**src/rtl/apb_slave_regs.sv**
```systemverilog
// apb_slave_regs: APB3 completer with a bank of NUM_REGS 32-bit read/write
// registers and WAIT_CYCLES wait states per transfer.
// Build option: define APB_SLAVE_PSLVERR_EN to answer bad addresses
// (out-of-range index or misaligned PADDR[1:0]) with PSLVERR. Without it,
// PSLVERR stays 0, PADDR[1:0] is ignored, and out-of-range accesses are
// silently dropped (writes) or return 0 (reads).
//
// Handshake: a transfer starts with a setup cycle (PSEL=1, PENABLE=0) seen
// in IDLE. PREADY is high for exactly one cycle, WAIT_CYCLES+1 cycles after
// setup. PRDATA/PSLVERR are valid only while PREADY=1. The write commits on
// the edge that ends the PREADY cycle, provided PSEL and PENABLE are still
// high. Dropping PSEL before then aborts the transfer with no side effects.
module apb_slave_regs #(
  parameter int ADDR_W      = 12,
  parameter int NUM_REGS    = 8,
  parameter int WAIT_CYCLES = 1
) (
  input  logic                     PCLK,
  input  logic                     PRESET,
  input  logic                     PSEL,
  input  logic                     PENABLE,
  input  logic                     PWRITE,
  input  logic [ADDR_W-1:0]        PADDR,
  input  logic [31:0]              PWDATA,
  output logic                     PREADY,
  output logic [31:0]              PRDATA,
  output logic                     PSLVERR,
  output logic [NUM_REGS*32-1:0]   regs_q
);

  typedef enum logic [1:0] {
    IDLE = 2'd0,
    WAIT = 2'd1,
    DONE = 2'd2
  } state_t;

  localparam logic [3:0]  CNT_INIT   = 4'(WAIT_CYCLES);
  localparam logic [31:0] NUM_REGS_U = 32'(NUM_REGS);

  state_t      state;
  logic [3:0]  cnt;
  logic [31:0] regs [NUM_REGS];

  logic [ADDR_W-3:0] idx;
  logic [31:0]       idx_ext;
  logic              in_range;
  logic              addr_ok;
  logic              addr_err;
  logic [31:0]       rd_word;
  logic [31:0]       rd_resp;

  assign idx      = PADDR[ADDR_W-1:2];
  assign idx_ext  = 32'(idx);
  assign in_range = (idx_ext < NUM_REGS_U);

`ifdef APB_SLAVE_PSLVERR_EN
  assign addr_ok  = in_range && (PADDR[1:0] == 2'b00);
  assign addr_err = !addr_ok;
`else
  // The byte-lane bits carry no meaning in this build.
  logic unused_addr_bits;
  assign unused_addr_bits = ^PADDR[1:0];
  assign addr_ok  = in_range;
  assign addr_err = 1'b0;
`endif

  // Read mux: select the addressed register; an unmatched index yields 0.
  always_comb begin
    rd_word = '0;
    for (int i = 0; i < NUM_REGS; i++) begin
      if (idx_ext == 32'(i)) rd_word = regs[i];
    end
  end

  assign rd_resp = (!PWRITE && addr_ok) ? rd_word : 32'h0;

  // Transfer FSM: counts wait states and registers the completion response.
  always_ff @(posedge PCLK) begin
    if (PRESET) begin
      state   <= IDLE;
      cnt     <= '0;
      PREADY  <= 1'b0;
      PRDATA  <= '0;
      PSLVERR <= 1'b0;
    end else begin
      case (state)
        IDLE: begin
          if (PSEL && !PENABLE) begin
            if (WAIT_CYCLES == 0) begin
              state   <= DONE;
              PREADY  <= 1'b1;
              PRDATA  <= rd_resp;
              PSLVERR <= addr_err;
            end else begin
              state <= WAIT;
              cnt   <= CNT_INIT;
            end
          end
        end
        WAIT: begin
          if (!PSEL) begin
            state   <= IDLE;
            cnt     <= '0;
            PREADY  <= 1'b0;
            PSLVERR <= 1'b0;
          end else if (cnt == 4'd1) begin
            state   <= DONE;
            cnt     <= '0;
            PREADY  <= 1'b1;
            PRDATA  <= rd_resp;
            PSLVERR <= addr_err;
          end else begin
            cnt <= cnt - 4'd1;
          end
        end
        DONE: begin
          // Completion lasts one cycle whether or not PSEL is still high.
          state   <= IDLE;
          PREADY  <= 1'b0;
          PSLVERR <= 1'b0;
        end
        default: begin
          state   <= IDLE;
          cnt     <= '0;
          PREADY  <= 1'b0;
          PSLVERR <= 1'b0;
        end
      endcase
    end
  end

  // Register bank: commit a valid write at the end of the completion cycle.
  always_ff @(posedge PCLK) begin
    if (PRESET) begin
      for (int i = 0; i < NUM_REGS; i++) regs[i] <= '0;
    end else if (state == DONE && PSEL && PENABLE && PWRITE && addr_ok) begin
      for (int i = 0; i < NUM_REGS; i++) begin
        if (idx_ext == 32'(i)) regs[i] <= PWDATA;
      end
    end
  end

  // Flatten the bank for downstream consumers.
  always_comb begin
    regs_q = '0;
    for (int i = 0; i < NUM_REGS; i++) regs_q[32*i +: 32] = regs[i];
  end

endmodule

```
**config.mk**
```make
export PLATFORM = sky130hd
export DESIGN_NAME = apb_slave_regs
export DESIGN_NICKNAME = d
export VERILOG_FILES = /design/src/rtl/apb_slave_regs.sv
export SDC_FILE = /design/constraint.sdc
export NUM_CORES = 1
export LEC_CHECK = 0
export ABC_CLOCK_PERIOD_IN_PS = 2500
export BUFFER_PORTS_ARGS = -buffer_cell sky130_fd_sc_hd__buf_2
export CAP_MARGIN = 20
export CORE_MARGIN = 1.5
export CORE_UTILIZATION = 45
export DETAILED_ROUTE_END_ITERATION = 7
export PLACE_DENSITY = 0.84
export SLEW_MARGIN = 25
export SYNTH_ARGS = -nofsm -noshare
export SYNTH_HDL_FRONTEND = slang
export SYNTH_SLANG_ARGS = --single-unit
```
**constraint.sdc**
```tcl
create_clock -name PCLK -period 2.5 [get_ports PCLK]
set_input_delay 0.125 -clock PCLK [delete_from_list [all_inputs] [get_ports PCLK]]
set_output_delay 0.125 -clock PCLK [all_outputs]
set_load 0.01 [all_outputs]
```
==> summary.md <==
| Metric | Value |
|---|---|
| Outcome | `finished, final reports clean` |
| Buffers & Inverters on Critical Path | `1` |
| Fin area | `0.01609 sq mm` |
| Ys flop type | `edfxtp_1` |
| Post-Synth XOR/XNOR Area | `0%` |
| Post-synthesis mux area share | `2.866%` |
| CP max-delay cell | `buf_4` |
| Flop pwr share | `between 40% and 50%` |
| CTS sink cnt | `295` |
| CTS H-tree depth | `1` |
| CTS clock-pin slew for the worst setup and hold paths | `0.06 ns` |
| Final hold vios | `0` |
| Worst Tran Pin Value | `0.9804 ns` |
| Die X-Extent | `~170 microns` |
| Sw Ratio | `23.25%` |
| Combinational share of power | `9.4%` |
| Synth area leader | `edfxtp_1` |
| Die Y | `170.1 microns` |
| Number of global-route vias before repair | `10510` |
| Final WL | `between 40000 and 50000 microns` |
| Worst hold-check path type | `input pin to flip-flop` |
| FMAX | `474.7 MHz` |
| Total power draw | `around 11000 uW` |
| GP Congestion | `approximately 0.86` |
| Pwr dens | `between 700 and 800 mW/mm^2` |
| Core area | `0.02763 sq mm` |
| Placed cell area | `0.01500 sq mm` |
| PostCTS Resize Cnt | `0` |
| Number of core rows | `between 60 and 70` |
| Maximum VDD drop | `between 0.3 and 0.4 mV` |
| Count of final setup violators | `0` |
| NetSw | `2660 uW` |
| Synth warnings | `0` |
| Max Clock Skew | `roughly 0.011 ns` |
| Skew-Pair Late Insertion Delay | `0.55 ns` |
| LEAKAGE | `0.006713 uW` |
| Critical-path maximum fanout | `30` |
| Dominant cells by area after synthesis | `edfxtp_1, nor2_1, dfxtp_1` |
| Flops & latches, synth | `295` |
| Final Cycle Share | `84.26%` |
| Ys async rst share | `0%` |
| Arr. time, crit path | `roughly 2.6 ns` |
| Fin. max-slew vios | `0` |
| Hold_buf cts | `2` |
| Inst Count DP | `1730` |
| Die area | `around 0.029 sq mm` |
| Max-cap viol count | `0` |
| Hpwl dp | `27830 microns` |
| WS Path Type | `flip-flop to flip-flop` |
| Post-route non-filler standard cell count | `between 1500 and 2000` |
| Syn avg cell area | `~12 sq um` |
| Cell family contributing the most delay on the critical path | `simple AND/OR/NAND/NOR gates` |
| Setup Fix Bufs, Post-CTS | `0` |
| Count of input and output buffers | `335` |
| Syn Inst Count | `1047` |
| Nets | `1438` |
| Fin util | `58.23%` |
| Fillers | `~2300` |
| Share of layout cells above drive strength 1 | `31.91%` |
| WL/cell | `23.80 microns` |
| Largest net degree at the start of global routing | `44` |
| Drt pass-1 iters | `5` |
| Register area share after synthesis | `roughly two thirds` |
| DRC violations left | `0` |
| Total gr overflow | `0` |
| Startpoint Class | `flip-flop` |
| Num ports | `about 340` |
| Synth Area in Compound Gates | `11.90%` |
| Clock Path Buffers | `3` |
| Largest family of logic cells by synthesized area | `simple AND/OR/NAND/NOR gates` |
| Number of buffers created by CTS | `30` |
| Clock Tree Root | `clkbuf_16` |
| Adder-Cell Fraction of Synth Area | `0.1990%` |
| Vias per cell | `around 5.8` |
| Drt first-iter violations | `around 1200` |
| RSZ-0062 raised after global routing | `false` |
| Area Overhead vs Synth | `27.97%` |
| CP max stage delay | `0.44 ns` |
| Synthesized area | `0.01257 sq mm` |
| Post-synth top area share | `61.15%` |
| Post-layout min period | `2.107 ns` |
| Gr usage total | `28.89%` |
| First-pass GRT wire length | `62430 microns` |
| Post-synthesis simple-gate area fraction | `between 10% and 20%` |
| Antenna violations before repair | `2` |
| Via Count | `about 10000` |
| Synth cell types | `42` |
| Endpoint type of the worst setup path | `flip-flop` |
| Max_slew headroom | `between 30% and 40%` |
| Starting Density | `a little under half` |
| CP cell instances | `ha_1, nand4bb_1, or2_2, nor4_2, buf_4, a22o_1` |
| Int Pwr | `8780 uW` |
| CTS tree | `done` |
| Antenna Violating Nets Remaining | `0` |
| Number of synthesized flops with an enable pin | `256` |
| Clock power share | `between 40% and 50%` |
| Synth Net Count | `1098` |
| WP data required | `a little under 3 ns` |
worst register-to-register path, delay by kind of cell (launching register included):
kind	cells	cell delay [ns]
AO/OA/AOI/OAI	1	0.25
adder cells (fa/ha/maj)	1	0.21
buffers and inverters	1	0.44
flip-flops	1	0.40
AND/OR/NAND/NOR	3	0.74
sequential cells by signal (all words and copies together), names as in the netlist:
| register | cells |
|---|---|
| PRDATA | 32 |
| state | 2 |
| regs | 256 |
| cnt | 4 |
| PREADY | 1 |
path summary, 6_finish.rpt:
path                                               from                      end  slack (ns)  cells after the start
worst max register to register      cnt[0]$_SDFFE_PP0P_  PRDATA[21]$_SDFFE_PP0P_        0.39                      6
worst min-delay path                          PWDATA[8]   regs[1][104]$_DFFE_PP_        0.01                      3
worst max-delay path                cnt[0]$_SDFFE_PP0P_  PRDATA[21]$_SDFFE_PP0P_        0.39                      6
worst min register to register  PRDATA[26]$_SDFFE_PP0P_  PRDATA[26]$_SDFFE_PP0P_        0.48                      1
power groups by stage:
stage | Combinational (uW) | Sequential, uW | Clock [uW]
after floorplan | 440 | 5850 | 0
after global placement | 1020 | 5770 | 0
final | 1070 | 5680 | 4690
after global routing | 1140 | 5690 | 4920
after CTS | 1060 | 5670 | 4740
after detailed placement | 1050 | 5780 | 0
final cells by class:
type                            instances  area [sq um]  area share [%]
Antenna cell                            2         5.005         0.03111
Inverter                               37         138.9          0.8633
Tap cell                              378         473.0           2.940
Timing Repair Buffer                  386          2231           13.87
Sequential cell                       295          8468           52.64
Clock buffer                           38         832.0           5.172
Multi-Input combinational cell        637          3739           23.24
Clock inverter                         17         201.4           1.252
synth_stat cells, types with 32 or more instances:
library cell  instances
a21oi_1              35
clkbuf_1             70
dfxtp_1              39
edfxtp_1            256
inv_1                37
mux2i_1              36
nand2b_1             41
nor2_1              288
or3_1                32
cell families (layout without fill, tap and decap cells):
kind of cell | after synthesis | count (layout)
AND/OR/NAND/NOR | 398 | 398
flip-flops | 295 | 295
AO/OA/AOI/OAI | 200 | 200
buffers and inverters | 115 | 478
multiplexers | 36 | 36
adder cells (fa/ha/maj) | 2 | 2
other | 1 | 3
metal layers:
metal  vias up  global-route usage (%)  wire [microns]
met5         -                       0               0
met4         0                   14.43            2114
met3       164                   5.349            4317
met2       790                   47.92           20340
met1      5008                   36.44           15840
li1       4474                       -               -
stage by stage:
step	setup WS [ns]	hold WS [ns]	setup TNS, ns
3_3_place_gp	0.3661	0.4215	0
6_report	0.3935	0.01297	0
4_1_cts	0.3367	0.009104	0
5_1_grt	0.2880	0.06218	0
2_1_floorplan	-0.02547	0.2765	-3.233
3_5_place_dp	0.3333	0.4247	0
cells in the final DEF (no fill, tap or decap), types with 3 or more instances in the layout:
| cell | Yosys | routed |
|---|---|---|
| buf_2 | 3 | 333 |
| nor2_1 | 288 | 287 |
| edfxtp_1 | 256 | 256 |
| dfxtp_1 | 39 | 39 |
| buf_4 | 1 | 38 |
| inv_1 | 37 | 36 |
| mux2i_1 | 36 | 36 |
| a21oi_1 | 35 | 35 |
| nand2b_1 | 41 | 34 |
| or3_1 | 32 | 32 |
| clkbuf_16 | 0 | 31 |
| o32a_1 | 30 | 30 |
| o21a_1 | 30 | 30 |
| a22oi_1 | 30 | 30 |
| a31oi_1 | 30 | 30 |
| a22o_1 | 30 | 30 |
| buf_12 | 0 | 11 |
| clkinv_1 | 0 | 10 |
| nand2b_2 | 0 | 7 |
| nand3_2 | 0 | 5 |
| nand3b_1 | 5 | 5 |
| nand2_1 | 6 | 5 |
| bufinv_16 | 0 | 5 |
| o211ai_1 | 4 | 4 |
| clkbuf_1 | 70 | 4 |
| nand3_1 | 8 | 3 |
| nor3_1 | 3 | 3 |
| clkbuf_8 | 0 | 3 |
Power figures use the tool's default switching activity.
